## config.mk

```make
export PLATFORM = sky130hd
export DESIGN_NAME = pic_bus_master
export DESIGN_NICKNAME = d
export VERILOG_FILES = /design/src/rtl/pic_bus_pkg.sv /design/src/rtl/pic_strobe_timer.sv /design/src/rtl/pic_bus_master.sv
export SDC_FILE = /design/constraint.sdc
export NUM_CORES = 1
export LEC_CHECK = 0
export ABC_AREA = 1
export CORE_ASPECT_RATIO = 0.75
export CORE_MARGIN = 4
export CORE_UTILIZATION = 29
export CTS_CLUSTER_DIAMETER = 120
export DETAILED_ROUTE_END_ITERATION = 8
export GPL_ROUTABILITY_DRIVEN = 0
export PLACE_DENSITY = 0.65
export SYNTH_ARGS = -nofsm -noshare
export SYNTH_HDL_FRONTEND = slang
export SYNTH_HIERARCHICAL = 1
export SYNTH_SLANG_ARGS = --single-unit
```

## constraint.sdc

```tcl
create_clock -name clk -period 1.8 [get_ports clk]
set_clock_uncertainty 0.2 [all_clocks]
set_input_delay 0.36 -clock clk [delete_from_list [all_inputs] [get_ports clk]]
set_output_delay 0.36 -clock clk [all_outputs]
set_load 0.1 [all_outputs]
```

## src/rtl/pic_bus_pkg.sv

```systemverilog
// ---------------------------------------------------------------------------
// pic_bus_pkg
// Shared definitions for the 8259-style PIC bus initiator:
//   - host command op encodings
//   - bus FSM state and job encodings
//   - OCW2 non-specific EOI constant and ICW1 bit positions
//   - helper that picks the next word of the ICW init sequence
// ---------------------------------------------------------------------------
package pic_bus_pkg;

    typedef enum logic [1:0] {
        OP_WR   = 2'b00,
        OP_RD   = 2'b01,
        OP_INIT = 2'b10,
        OP_RSVD = 2'b11
    } op_e;

    typedef enum logic [1:0] {
        ST_IDLE    = 2'b00,
        ST_STROBE  = 2'b01,
        ST_GAP     = 2'b10,
        ST_ACK_GAP = 2'b11
    } state_e;

    // What the current bus cycle is doing; drives strobe selection.
    typedef enum logic [2:0] {
        JOB_NONE  = 3'd0,
        JOB_WR    = 3'd1,
        JOB_RD    = 3'd2,
        JOB_INIT  = 3'd3,
        JOB_INTA1 = 3'd4,
        JOB_INTA2 = 3'd5,
        JOB_EOI   = 3'd6
    } job_e;

    localparam logic [7:0] EOI_NS    = 8'h20;
    localparam int         IC4_BIT   = 0;
    localparam int         SNGL_BIT  = 1;
    // Step value meaning "no more ICWs to send".
    localparam logic [2:0] INIT_DONE = 3'd4;

    // Step 0=ICW1, 1=ICW2, 2=ICW3, 3=ICW4. ICW3 only in cascade mode
    // (SNGL=0), ICW4 only when IC4=1.
    function automatic logic [2:0] init_next_step(input logic [2:0] step,
                                                  input logic       sngl,
                                                  input logic       ic4);
        logic [2:0] nxt;
        case (step)
            3'd0:    nxt = 3'd1;
            3'd1:    nxt = (!sngl) ? 3'd2 : (ic4 ? 3'd3 : INIT_DONE);
            3'd2:    nxt = ic4 ? 3'd3 : INIT_DONE;
            default: nxt = INIT_DONE;
        endcase
        return nxt;
    endfunction

endpackage

```

## src/rtl/pic_strobe_timer.sv

```systemverilog
// ---------------------------------------------------------------------------
// pic_strobe_timer
// 4-bit down counter timing the strobe-low and recovery phases.
//   clk, rst_n    : clock, async active-low reset
//   load_low_i    : start a strobe-low phase of PULSE_CYC cycles
//   load_gap_i    : start a recovery phase of GAP_CYC cycles
//   done_o        : current cycle is the last one of the running phase
//   phase_low_o   : 1 = strobe-low phase, 0 = recovery phase
// ---------------------------------------------------------------------------
import pic_bus_pkg::*;

module pic_strobe_timer #(
    parameter int PULSE_CYC = 2,
    parameter int GAP_CYC   = 1
) (
    input  logic clk,
    input  logic rst_n,
    input  logic load_low_i,
    input  logic load_gap_i,
    output logic done_o,
    output logic phase_low_o
);

    logic [3:0] cnt_q, cnt_d;
    logic       phase_low_q, phase_low_d;

    // Next count: load holds N-1 so that a phase lasts exactly N cycles.
    always_comb begin
        cnt_d       = cnt_q;
        phase_low_d = phase_low_q;
        if (load_low_i) begin
            cnt_d       = 4'(PULSE_CYC - 1);
            phase_low_d = 1'b1;
        end else if (load_gap_i) begin
            cnt_d       = 4'(GAP_CYC - 1);
            phase_low_d = 1'b0;
        end else if (cnt_q != 4'd0) begin
            cnt_d = cnt_q - 4'd1;
        end else begin
            cnt_d = cnt_q;
        end
    end

    // Counter and phase registers.
    always_ff @(posedge clk or negedge rst_n) begin
        if (!rst_n) begin
            cnt_q       <= 4'd0;
            phase_low_q <= 1'b0;
        end else begin
            cnt_q       <= cnt_d;
            phase_low_q <= phase_low_d;
        end
    end

    assign done_o      = (cnt_q == 4'd0);
    assign phase_low_o = phase_low_q;

endmodule

```

## src/rtl/pic_bus_master.sv

```systemverilog
// ---------------------------------------------------------------------------
// pic_bus_master
// CPU-side initiator for an 8259-style PIC bus (D/A0/CS/WR/RD/INTA).
// Runs host write/read/init commands as timed bus cycles and autonomously
// performs the two-pulse INTA acknowledge when int_req is raised.
//   host side : cmd_valid/cmd_ready/cmd_op/cmd_a0/cmd_data, icw1..icw4,
//               rsp_valid/rsp_data (reads), vec_valid/vec_data (vectors),
//               busy
//   bus side  : d_out/d_oe/d_in, a0, cs_n, wr_n, rd_n, inta_n, int_req
// Optional build macro PIC_AUTO_EOI_AFTER_ACK_EN: after each captured
// vector, a non-specific EOI (OCW2 = 8'h20, a0=0) is written automatically.
// ---------------------------------------------------------------------------
import pic_bus_pkg::*;

module pic_bus_master #(
    parameter int PULSE_CYC = 2,
    parameter int GAP_CYC   = 1
) (
    input  logic       clk,
    input  logic       rst_n,
    input  logic       cmd_valid,
    output logic       cmd_ready,
    input  logic [1:0] cmd_op,
    input  logic       cmd_a0,
    input  logic [7:0] cmd_data,
    input  logic [7:0] icw1,
    input  logic [7:0] icw2,
    input  logic [7:0] icw3,
    input  logic [7:0] icw4,
    output logic       rsp_valid,
    output logic [7:0] rsp_data,
    input  logic       int_req,
    output logic       vec_valid,
    output logic [7:0] vec_data,
    output logic [7:0] d_out,
    output logic       d_oe,
    input  logic [7:0] d_in,
    output logic       a0,
    output logic       cs_n,
    output logic       wr_n,
    output logic       rd_n,
    output logic       inta_n,
    output logic       busy
);

    state_e     state_q, state_d;
    job_e       job_q, job_d;
    logic [2:0] step_q, step_d;
    logic       a0_q, a0_d;
    logic [7:0] dout_q, dout_d;
    logic       ic4_q, ic4_d, sngl_q, sngl_d;
    logic [7:0] icw2_q, icw2_d, icw3_q, icw3_d, icw4_q, icw4_d;
    logic       rsp_valid_q, rsp_valid_d, vec_valid_q, vec_valid_d;
    logic [7:0] rsp_data_q, rsp_data_d, vec_data_q, vec_data_d;
    logic       cs_n_q, cs_n_d, wr_n_q, wr_n_d, rd_n_q, rd_n_d;
    logic       inta_n_q, inta_n_d, d_oe_q, d_oe_d, busy_q, busy_d;
    logic       idle_ok_q, idle_ok_d;

    logic       load_low_s, load_gap_s, tmr_done_s, tmr_low_s;
    logic       cmd_acc_s, rsvd_acc_s, strobe_on_s, wr_job_s;
    logic [2:0] nxt_step_s;

    pic_strobe_timer #(
        .PULSE_CYC (PULSE_CYC),
        .GAP_CYC   (GAP_CYC)
    ) u_timer (
        .clk         (clk),
        .rst_n       (rst_n),
        .load_low_i  (load_low_s),
        .load_gap_i  (load_gap_s),
        .done_o      (tmr_done_s),
        .phase_low_o (tmr_low_s)
    );

    // A pending interrupt blocks command acceptance in the same cycle so
    // INTA always wins arbitration.
    assign cmd_ready = idle_ok_q & ~int_req;
    assign cmd_acc_s = cmd_valid & cmd_ready;

    // Next-state logic for the bus sequencer.
    always_comb begin
        state_d     = state_q;
        job_d       = job_q;
        step_d      = step_q;
        a0_d        = a0_q;
        dout_d      = dout_q;
        ic4_d       = ic4_q;
        sngl_d      = sngl_q;
        icw2_d      = icw2_q;
        icw3_d      = icw3_q;
        icw4_d      = icw4_q;
        rsp_data_d  = rsp_data_q;
        vec_data_d  = vec_data_q;
        rsp_valid_d = 1'b0;
        vec_valid_d = 1'b0;
        load_low_s  = 1'b0;
        load_gap_s  = 1'b0;
        rsvd_acc_s  = 1'b0;
        nxt_step_s  = INIT_DONE;
        case (state_q)
            ST_IDLE: begin
                if (int_req) begin
                    state_d    = ST_STROBE;
                    job_d      = JOB_INTA1;
                    load_low_s = 1'b1;
                end else if (cmd_acc_s) begin
                    case (op_e'(cmd_op))
                        OP_WR: begin
                            state_d    = ST_STROBE;
                            job_d      = JOB_WR;
                            a0_d       = cmd_a0;
                            dout_d     = cmd_data;
                            load_low_s = 1'b1;
                        end
                        OP_RD: begin
                            state_d    = ST_STROBE;
                            job_d      = JOB_RD;
                            a0_d       = cmd_a0;
                            load_low_s = 1'b1;
                        end
                        OP_INIT: begin
                            state_d    = ST_STROBE;
                            job_d      = JOB_INIT;
                            step_d     = 3'd0;
                            a0_d       = 1'b0;
                            dout_d     = icw1;
                            ic4_d      = icw1[IC4_BIT];
                            sngl_d     = icw1[SNGL_BIT];
                            icw2_d     = icw2;
                            icw3_d     = icw3;
                            icw4_d     = icw4;
                            load_low_s = 1'b1;
                        end
                        default: begin
                            // Reserved op: swallowed with one not-ready cycle.
                            rsvd_acc_s = 1'b1;
                        end
                    endcase
                end else begin
                    state_d = ST_IDLE;
                end
            end
            ST_STROBE: begin
                if (tmr_done_s && tmr_low_s) begin
                    // Last low cycle: bus data is sampled here.
                    if (job_q == JOB_RD) begin
                        rsp_data_d  = d_in;
                        rsp_valid_d = 1'b1;
                    end else if (job_q == JOB_INTA2) begin
                        vec_data_d  = d_in;
                        vec_valid_d = 1'b1;
                    end else begin
                        rsp_valid_d = 1'b0;
                    end
                    if (job_q == JOB_INTA1) begin
                        state_d = ST_ACK_GAP;
                    end else begin
                        state_d = ST_GAP;
                    end
                    load_gap_s = 1'b1;
                end else begin
                    state_d = ST_STROBE;
                end
            end
            ST_ACK_GAP: begin
                if (tmr_done_s && !tmr_low_s) begin
                    state_d    = ST_STROBE;
                    job_d      = JOB_INTA2;
                    load_low_s = 1'b1;
                end else begin
                    state_d = ST_ACK_GAP;
                end
            end
            ST_GAP: begin
                if (tmr_done_s && !tmr_low_s) begin
                    case (job_q)
                        JOB_INIT: begin
                            nxt_step_s = init_next_step(step_q, sngl_q, ic4_q);
                            if (nxt_step_s == INIT_DONE) begin
                                state_d = ST_IDLE;
                                job_d   = JOB_NONE;
                            end else begin
                                state_d    = ST_STROBE;
                                step_d     = nxt_step_s;
                                a0_d       = 1'b1;
                                load_low_s = 1'b1;
                                case (nxt_step_s)
                                    3'd1:    dout_d = icw2_q;
                                    3'd2:    dout_d = icw3_q;
                                    default: dout_d = icw4_q;
                                endcase
                            end
                        end
                        JOB_INTA2: begin
`ifdef PIC_AUTO_EOI_AFTER_ACK_EN
                            state_d    = ST_STROBE;
                            job_d      = JOB_EOI;
                            a0_d       = 1'b0;
                            dout_d     = EOI_NS;
                            load_low_s = 1'b1;
`else
                            state_d = ST_IDLE;
                            job_d   = JOB_NONE;
`endif
                        end
                        default: begin
                            state_d = ST_IDLE;
                            job_d   = JOB_NONE;
                        end
                    endcase
                end else begin
                    state_d = ST_GAP;
                end
            end
            default: begin
                state_d = ST_IDLE;
                job_d   = JOB_NONE;
            end
        endcase
    end

    // Strobe/enable values derived from the next state so they are registered
    // and change together with the state.
    always_comb begin
        strobe_on_s = (state_d == ST_STROBE);
        wr_job_s    = (job_d == JOB_WR) || (job_d == JOB_INIT) || (job_d == JOB_EOI);
        cs_n_d      = ~(strobe_on_s && (wr_job_s || (job_d == JOB_RD)));
        wr_n_d      = ~(strobe_on_s && wr_job_s);
        rd_n_d      = ~(strobe_on_s && (job_d == JOB_RD));
        inta_n_d    = ~(strobe_on_s && ((job_d == JOB_INTA1) || (job_d == JOB_INTA2)));
        d_oe_d      = strobe_on_s && wr_job_s;
        busy_d      = (state_d != ST_IDLE);
        idle_ok_d   = (state_d == ST_IDLE) && !rsvd_acc_s;
    end

    // State and output registers; reset forces every strobe high at once.
    always_ff @(posedge clk or negedge rst_n) begin
        if (!rst_n) begin
            state_q     <= ST_IDLE;
            job_q       <= JOB_NONE;
            step_q      <= 3'd0;
            a0_q        <= 1'b0;
            dout_q      <= 8'h00;
            ic4_q       <= 1'b0;
            sngl_q      <= 1'b0;
            icw2_q      <= 8'h00;
            icw3_q      <= 8'h00;
            icw4_q      <= 8'h00;
            rsp_valid_q <= 1'b0;
            vec_valid_q <= 1'b0;
            rsp_data_q  <= 8'h00;
            vec_data_q  <= 8'h00;
            cs_n_q      <= 1'b1;
            wr_n_q      <= 1'b1;
            rd_n_q      <= 1'b1;
            inta_n_q    <= 1'b1;
            d_oe_q      <= 1'b0;
            busy_q      <= 1'b0;
            idle_ok_q   <= 1'b0;
        end else begin
            state_q     <= state_d;
            job_q       <= job_d;
            step_q      <= step_d;
            a0_q        <= a0_d;
            dout_q      <= dout_d;
            ic4_q       <= ic4_d;
            sngl_q      <= sngl_d;
            icw2_q      <= icw2_d;
            icw3_q      <= icw3_d;
            icw4_q      <= icw4_d;
            rsp_valid_q <= rsp_valid_d;
            vec_valid_q <= vec_valid_d;
            rsp_data_q  <= rsp_data_d;
            vec_data_q  <= vec_data_d;
            cs_n_q      <= cs_n_d;
            wr_n_q      <= wr_n_d;
            rd_n_q      <= rd_n_d;
            inta_n_q    <= inta_n_d;
            d_oe_q      <= d_oe_d;
            busy_q      <= busy_d;
            idle_ok_q   <= idle_ok_d;
        end
    end

    assign rsp_valid = rsp_valid_q;
    assign rsp_data  = rsp_data_q;
    assign vec_valid = vec_valid_q;
    assign vec_data  = vec_data_q;
    assign d_out     = dout_q;
    assign d_oe      = d_oe_q;
    assign a0        = a0_q;
    assign cs_n      = cs_n_q;
    assign wr_n      = wr_n_q;
    assign rd_n      = rd_n_q;
    assign inta_n    = inta_n_q;
    assign busy      = busy_q;

endmodule

```

Word-level counts from Yosys, hierarchy flattened. Cells that the tools add are included.

Bits in registers: 73. Latch bits: 0. RAM bits: 0. Bits in read-only memories: 0. Output and inout port bits: 34. Word-level logic and storage cells: 164. Memories kept: 0.

Add/subtract/negate cells: 1. Multiply operators: 0. Div/mod/pow operators: 0. $lt $le $gt $ge: 0. Eq/ne operators: 29. Shift operators: 0. Multiplexer cells: 72. Bitwise operators: 8. Reduce and logical (&&, ||, !) cells: 31.

Operator list (number): $mux W3 (17); $pmux W8 S2 (3); $mux W8 (5); $mux W1 (29); $pmux W3 S3 (3); $reduce_and A7 Y1 (3); $eq A3 B2 Y1 const B (6); $eq A3 B3 Y1 const B (6); $mux W2 (7); $mux W4 (3); $eq A3 B1 Y1 const B (3); $ne A2 B2 Y1 const B (4); $pmux W2 S4 (1); $reduce_and A4 Y1 (2); $logic_and A1 B1 Y1 (7); $eq A2 B1 Y1 const B (3); $eq A2 B2 Y1 const B (3); $logic_not A2 Y1 (3); $not A1 Y1 (6); $pmux W3 S2 (1); $reduce_bool A2 Y1 (3); $logic_not A4 Y1 (1); $logic_or A1 B1 Y1 (4); $ne A2 B1 Y1 const B (2); other kinds (13) (16).

Logic depth before layout (Yosys ltp). Gate-level depths: netlist of the first run.

Depth after elaboration: 17. Gate-level depth with buffers: 13. Gate-level depth less buffers: 13.

Hierarchy. The synthesis of the first run kept the hierarchy.

Modules (own cells, without submodules): pic_bus_master (instances 1, cells an instance 368, area each 3209.3 um^2); pic_strobe_timer (instances 1, cells an instance 34, area each 276.5 um^2).

Least setup slack after synthesis of the first run. Ideal clock, no wire load.

Kind: input to register. Start point: input port int_req. End point: register icw2_q[0]. Setup time: 125 ps. Data arrival time: 2279 ps. Required time: 1475 ps. Setup slack: -804 ps. Cell stages on the path: 6. Path buffers: 1. Cell sequence: nor2_2 nand2_1 nor2_1 nand2_2 buf_6 mux2_2.

Longest elaborated chain between the ends: 4.

RTL lines: from (decl) (RTL line pic_bus_master.sv:32) `input logic int_req,`; $not A1 Y1 (no line) (*); $and A1 B1 Y1 (RTL line pic_bus_master.sv:77) `assign cmd_ready = idle_ok_q & ~int_req;`; $and A1 B1 Y1 (RTL line pic_bus_master.sv:78) `assign cmd_acc_s = cmd_valid & cmd_ready;`; $reduce_and A4 Y1 (no line) (*); to (signal assigned) (RTL line pic_bus_master.sv:268) `icw2_q <= icw2_d;`; to (decl) (RTL line pic_bus_master.sv:52) `logic [7:0] icw2_q, icw2_d, icw3_q, icw3_d, icw4_q, icw4_d;`.

Every way passes the cells marked *; elsewhere a longest branch is shown, timed or not. A chain may end at the register's enable or synchronous reset.

Worst setup path in the final report of the first run.
Start point: register u_timer.cnt_q[0]. End point: register u_timer.cnt_q[0].

RTL lines: from (decl) (RTL line pic_strobe_timer.sv:24) `logic [3:0] cnt_q, cnt_d;`; from (signal assigned) (RTL line pic_strobe_timer.sv:50) `cnt_q <= cnt_d;`; $logic_not A4 Y1 (*) (RTL line pic_strobe_timer.sv:55) `assign done_o = (cnt_q == 4'd0);`; named net tmr_done_s (RTL line pic_bus_master.sv:59) `logic load_low_s, load_gap_s, tmr_done_s, tmr_low_s;`; $logic_and A1 B1 Y1 (*) (RTL line pic_bus_master.sv:166, pic_bus_master.sv:175); $mux W1 (on tied branches) (RTL line pic_bus_master.sv:175, pic_bus_master.sv:166); $pmux W1 S3 (*) (RTL line pic_bus_master.sv:100) `case (state_q)`; named net load_low_s (RTL line pic_bus_master.sv:59); $reduce_bool A3 Y1 (no line) or $mux W4 (tied branches).

Mark *: on every way through the listed nets, which the timed path passes. The rest lies on a longest branch. The select of a mux whose other input is x is not followed.

==> results of run 1 <==
critical path, delay by kind of cell (launching register included):
kind,cells,cell delay [ns]
AOI/OAI and AO/OA,1,0.21
adders and majority gates,1,0.15
buffers and inverters,3,0.29
DFF,1,0.40
and+or+nand+nor,7,0.58
worst min-delay path by stage:
stage	startpoint	endpoint	slack, ns	cells past startpoint
after floorplan	rst_n	a0	-0.14	0
after global placement	rst_n	vec_data[4]	0.03	1
after detailed placement	rst_n	rsp_data[4]	0.03	1
after CTS	rst_n	rsp_data[4]	0.21	2
after global routing	rst_n	rsp_data[4]	0.24	2
final	rst_n	rsp_data[4]	0.21	2
per-layer routing:
layer	global-route usage, %	part of all wire, %	vias up
met3	4.73	5.3	11
met2	24.4	47	71
met4	5.32	1.3	0
met5	0	0	-
met1	19.8	46	1607
li1	-	-	1619
repair_timing:
item / CTS / global route
hold buffers: 1 / 0
setup buffers: 3 / 2
endpoints found under the hold margin: 8 / 0
gates cloned: 2 / 2
setup endpoints to repair: 68 / 48
gates resized for setup: 35 / 52
pin swaps: 19 / 28
power groups by stage:
| stage | clock network (mW) | registers [mW] | logic, mW |
|---|---|---|---|
| final | 2.07 | 2.41 | 5.58 |
| after global routing | 2.17 | 2.45 | 5.93 |
| after floorplan | 0 | 3.86 | 1.34 |
| after global placement | 0 | 2.41 | 4.94 |
| after CTS | 2.11 | 2.40 | 5.30 |
| after detailed placement | 0 | 2.42 | 5.01 |
logic make-up after synthesis:
kind of cell	count (synthesis)
simple gates	200
compound gates	42
flops	73
buf+inv	56
fa+ha+maj	6
xor+xnor	1
mux	24
metrics by stage:
step	TNS [ns]	cells
2_1_floorplan	-8.35	402
3_3_place_gp	-21.40	700
3_5_place_dp	-23.06	700
4_1_cts	-1.68	722
5_1_grt	-5.64	725
6_report	-2.65	725
layout by cell type (no fill, tap or decap), types with 13 or more instances in the layout:
cell type / instances
o21ai_1: 15
nand2_1: 94
buf_12: 37
nand2_2: 18
nor2_1: 20
nand3_1: 29
clkdlybuf4s50_1: 49
nand4_1: 13
dfrtp_1: 69
buf_4: 54
inv_1: 32
mux2_2: 24
area by class of cell:
type	count	area share (%)
sequential	73	30.1
timing repair buffer	154	30.0
multi-input combinational	274	27.9
clock buffer	11	3.99
tap	162	3.33
inverter	46	3.00
clock inverter	5	1.68
flip-flops by register name, summed over array words and instances, names as in the netlist:
| name | cells |
|---|---|
| job_q | 3 |
| icw3_q | 8 |
| rsp_valid | 1 |
| rd_n | 1 |
| d_oe | 1 |
| u_timer/cnt_q | 4 |
| busy | 1 |
| step_q | 3 |
| inta_n | 1 |
| ic4_q | 1 |
| wr_n | 1 |
| u_timer/phase_low_o | 1 |
| rsp_data | 8 |
| cs_n | 1 |
| a0 | 1 |
| vec_data | 8 |
| idle_ok_q | 1 |
| icw2_q | 8 |
| vec_valid | 1 |
| d_out | 8 |
| state_q | 2 |
| icw4_q | 8 |
| sngl_q | 1 |
==> impl_metrics.yaml, run 1 <==
run_status:
  status: "finished, violations left"
  violations: "negative setup slack"
power:
  pwr-share-clk_pct: 20.6
  p_leak_nw: 3.02
  seqPwrFrac_pct: 23.9
  p_int_mw: 5.65
  p_sw_mw: 4.41
  ir_worst_vdd_mv: 0.861
  swShare_pct: 43.9
  power.share.combinational_pct: 55.5
  powerDensity_mw_per_mm2: 1650
  report.power.total_mw: 10.1
setup_path:
  crit_end: "u_timer/cnt_q[0]"
  crit_slowest_cell: "dfrtp_1"
  cp-start-kind: "register"
  r2r_setup_slack_ns: -0.16
  rr_startpoint: "u_timer/cnt_q[0]"
  cp_data_required_time_ns: 1.82
  end_kind: "register"
  worstReg2RegEnd: "u_timer/cnt_q[0]"
  critPathKind: "reg -> reg"
  worstPathCellList: "inv_2 -> ha_4 -> nand2_4 -> inv_2 -> nand2_2 -> buf_6 -> nor3_4 -> nand2_2 -> a31oi_4 -> nor2_4 -> nand4_1 -> nand2_2"
  cpPeakStageDelay_ns: 0.40
  crit_arrival_ns: 1.99
  ff2ff_path_depth: 12
  cp_common_cell: "nand2_2"
  crit_path_start: "u_timer/cnt_q[0]"
  crit_fanout: 6
timing:
  fin_crit_sh_pct: 109
  worst_pin_slew_ns: 0.571
  drv_slew: 0
  hold_viol: 0
  min_period_ns: 1.96
  fmax_mhz: 509
  hold-worst-slack_ns: 0.214
  slew_headroom_pct: 61.6
  fin_ws_ns: -0.164
  rsz0062_at_grt: "true"
  setup_viol: 24
global_route:
  grt_max_degree: 66
  grt-ovfl-total: 0
  grt_pass1_wl_um: 16800
  grt_use_total_pct: 15.2
  grt_pass1_vias: 3440
  antenna_found_initial: 0
routing:
  viasPerCell: 4.56
  drc_errors: 0
  firstDrtPassIters: 4
  drt_iter0_markers: 166
  antenna_left: 0
  routedWlPerCell_um: 14.4
  num_vias: 3308
  wl_um: 10400
finish:
  antenna_cells: 0
  final_area_mm2: 0.00609
  multi_input_area_mm2: 0.00170
  fin_nets: 619
  final_util_pct: 52.3
  synthToLayoutAreaGrowth_pct: 74.7
  drive_gt1_share_pct: 36.4
  ff_latch_area_mm2: 0.00183
  nFillCells: 1040
synthesis:
  async_reset_ff_share_pct: 100
  ys_seq_area_share_pct: 52.5
  netlist_area_mm2: 0.00349
  synth.top_cells.by_count: "nand2_1 (116), dfrtp_1 (69), inv_1 (44), nand3_1 (35), o21ai_0 (27)"
  synth_edf_count: 0
  post-synth-top-count-cell: "nand2_1"
  synth_ff_type: "dfrtp_1"
  yosysWarnings: 6
  yosys.cell_types.count: 25
  synthSimpleGateAreaFrac_pct: 24.5
  synth_compound_area_share_pct: 6.25
  synth_top_family_by_area: "simple AND/OR/NAND/NOR gates"
  syn_nets: 463
  synth_cells: 402
  yosys-top-cells-area: "dfrtp_1 (50%), nand2_1 (12%), mux2_2 (7.8%)"
  synth_top_area_share_pct: 49.5
  synth.avg_cell_area_um2: 8.67
  yosys.area.top_type: "dfrtp_1"
  synth_xor_area_share_pct: 0.251
  synth_fa_ha_area_share_pct: 2.15
  synthMuxAreaShare_pct: 7.75
  yosys_register_bits: 73
floorplan:
  die-width_um: 135
  initial_utilization_pct: 29.9
  die_y_um: 103
  io-pin-count: 89
  die_area_mm2: 0.0139
  row_count: 34
  core_area_mm2: 0.0117
clock_network:
  clk_pin_slew_ns: 0.06
  insertion_delay_ns: 0.33
  clk_root_buffer_cell: "clkbuf_16"
  cts.sinks: 73
  htreeDepth: 3
  cts_made_buffers: 9
  clockBufferDepth: 2
  tritoncts: "yes"
placed_design:
  dp_hpwl_um: 7170
  portBuffers: 88
  pre_cts_slack_ns: -0.500
  dpl-instance-area_mm2: 0.00537
job:
  cap_violations: 0
min_path:
  holdCritPathClass: "in -> async"
Note: power is estimated with default switching activity, not from simulation.
==> run 2, diff against run 1 <==
--- a/config.mk
+++ b/config.mk
@@ -11,8 +11,8 @@
 export CORE_UTILIZATION = 29
 export CTS_CLUSTER_DIAMETER = 120
 export DETAILED_ROUTE_END_ITERATION = 8
-export GPL_ROUTABILITY_DRIVEN = 0
-export PLACE_DENSITY = 0.65
+export DONT_BUFFER_PORTS = 1
+export PLACE_DENSITY = 0.55
 export SYNTH_ARGS = -nofsm -noshare
 export SYNTH_HDL_FRONTEND = slang
 export SYNTH_HIERARCHICAL = 1
==> run 2 against run 1 <==
Against the previous run:
- the run ends with negative hold slack, negative setup slack left
- die area did not move
- non-clock buffer count fell by 49
- global-route usage fell by 1.2 points
- worst hold slack got worse by 0.70 ns
- largest cell class unchanged
==> impl_metrics.yaml, run 2 (synthesized netlist as in run 1, its figures left out) <==
run_status:
  status: "finished, violations left"
  violations: "negative hold slack, negative setup slack"
clock_network:
  clk_root_buffer_cell: "clkbuf_16"
  cts.sinks: 73
  tritoncts: "yes"
  hold_buffers: 34
  cts_made_buffers: 9
  clk_pin_slew_ns: 0.06
  insertion_delay_ns: 0.33
  htreeDepth: 3
  clockBufferDepth: 2
finish:
  synthToLayoutAreaGrowth_pct: 46.4
  ff_latch_area_mm2: 0.00183
  multi_input_area_mm2: 0.00165
  antenna_cells: 0
  drive_gt1_share_pct: 33.0
  final_common_cell: "nand2_1"
  final_cell_mix: "nand2_1 (101), dfrtp_1 (68), buf_4 (67), inv_1 (35), dlygate4sd3_1 (34)"
  fin_nets: 569
  final_area_mm2: 0.00510
  nFillCells: 1144
  final_util_pct: 43.8
routing:
  wl_um: 9370
  drc_errors: 0
  antenna_left: 0
  num_vias: 3035
  drt_iter0_markers: 124
  firstDrtPassIters: 4
  viasPerCell: 4.50
  routedWlPerCell_um: 13.9
timing:
  fmax_mhz: 532
  fin_crit_sh_pct: 104
  drv_slew: 0
  fin_ws_ns: -0.0805
  worst_pin_slew_ns: 0.495
  slew_headroom_pct: 67.1
  setup_viol: 16
  min_period_ns: 1.88
  rsz0062_at_grt: "true"
  hold-worst-slack_ns: -0.482
  hold_viol: 73
power:
  ir_worst_vdd_mv: 0.867
  p_leak_nw: 2.57
  pwr-share-clk_pct: 22.5
  powerDensity_mw_per_mm2: 1720
  p_int_mw: 4.70
  seqPwrFrac_pct: 28.3
  p_sw_mw: 4.10
  power.share.combinational_pct: 49.2
  swShare_pct: 46.6
global_route:
  grt_pass1_vias: 3073
  grt_use_total_pct: 14.0
  grt-ovfl-total: 0
  grt_pass1_wl_um: 15300
  antenna_found_initial: 0
  grt_max_degree: 74
floorplan:
  die-width_um: 135
  die_area_mm2: 0.0139
  core_area_mm2: 0.0117
  row_count: 34
  initial_utilization_pct: 29.9
  io-pin-count: 89
  die_y_um: 103
min_path:
  holdCritPathClass: "in -> async"
setup_path:
  crit_arrival_ns: 1.95
  end_kind: "register"
  critPathKind: "reg -> reg"
  cp-start-kind: "register"
  crit_fanout: 16
  cp_data_required_time_ns: 1.87
placed_design:
  dpl-instance-area_mm2: 0.00421
  pre_cts_slack_ns: -0.245
  portBuffers: 0
  gp_congestion: 0.885
  dp_hpwl_um: 6600
job:
  cap_violations: 0
-- run 2: cell count changes in the layout (fill, tap and decap cells not counted), moves of 9 or more --
cell,change
buf_12,-34
buf_4,+13
clkdlybuf4s50_1,-49
nand2_2,-9
dlygate4sd3_1,+33
o21ai_0,+9
-- run 2: final cells by class --
cell class,count,area share [%]
sequential,73,35.9
multi-input combinational,273,32.3
timing repair buffer,105,17.9
clock buffer,11,4.95
tap,162,3.97
inverter,46,3.43
clock inverter,4,1.50
-- run 2: path summary, 6_finish.rpt --
path / start / endpoint / slack (ns) / cells after the start
min in group clk: cmd_a0 / a0 / 0.06 / 4
worst max register to register: u_timer/cnt_q[0] / d_out[0] / -0.08 / 13
worst min-delay path: rst_n / rsp_data[4] / -0.48 / 0
worst min register to register: a0 / a0 / 0.30 / 2
max in group asynchronous: rst_n / wr_n / 1.69 / 0
worst max-delay path: u_timer/cnt_q[0] / d_out[0] / -0.08 / 13
-- run 2: per-layer routing --
metal	up-vias	GRT usage [%]	share of wire [%]
li1	1510	-	-
met2	70	21.4	45
met5	-	0	0
met1	1445	18.9	48
met4	0	4.23	1.4
met3	10	5.07	6.3
-- run 2: worst max-delay path: stages (launching register included) --
cell,delay [ns]
dfrtp_1,0.39
inv_2,0.09
ha_4,0.15
nand2_4,0.06
inv_4,0.06
nand2_4,0.08
nand2_2,0.08
nand3_2,0.09
a21oi_2,0.15
nand3_2,0.10
buf_12,0.16
nor2_1,0.08
nand2_1,0.07
nand2_1,0.06
-- run 2: stage by stage --
step	power [mW]	cells	setup TNS, ns
6_report	8.80	674	-0.672
2_1_floorplan	5.20	402	-8.35
5_1_grt	9.29	674	-2.96
3_5_place_dp	6.35	620	-4.71
3_3_place_gp	6.29	620	-3.09
4_1_cts	8.59	670	-0.454
-- run 2: what timing repair did --
item	CTS	global route
pin swaps	9	14
buffers inserted	1	4
endpoints found under the setup margin	23	37
hold endpoints to repair	115	73
resized for setup	23	35
-- run 2: power by group through the flow --
stage | combinational [mW] | clock (mW) | sequential [mW]
after floorplan | 1.34 | 0 | 3.86
after CTS | 4.07 | 2.04 | 2.48
after global routing | 4.65 | 2.11 | 2.54
after detailed placement | 3.86 | 0 | 2.50
after global placement | 3.81 | 0 | 2.48
final | 4.33 | 1.98 | 2.49
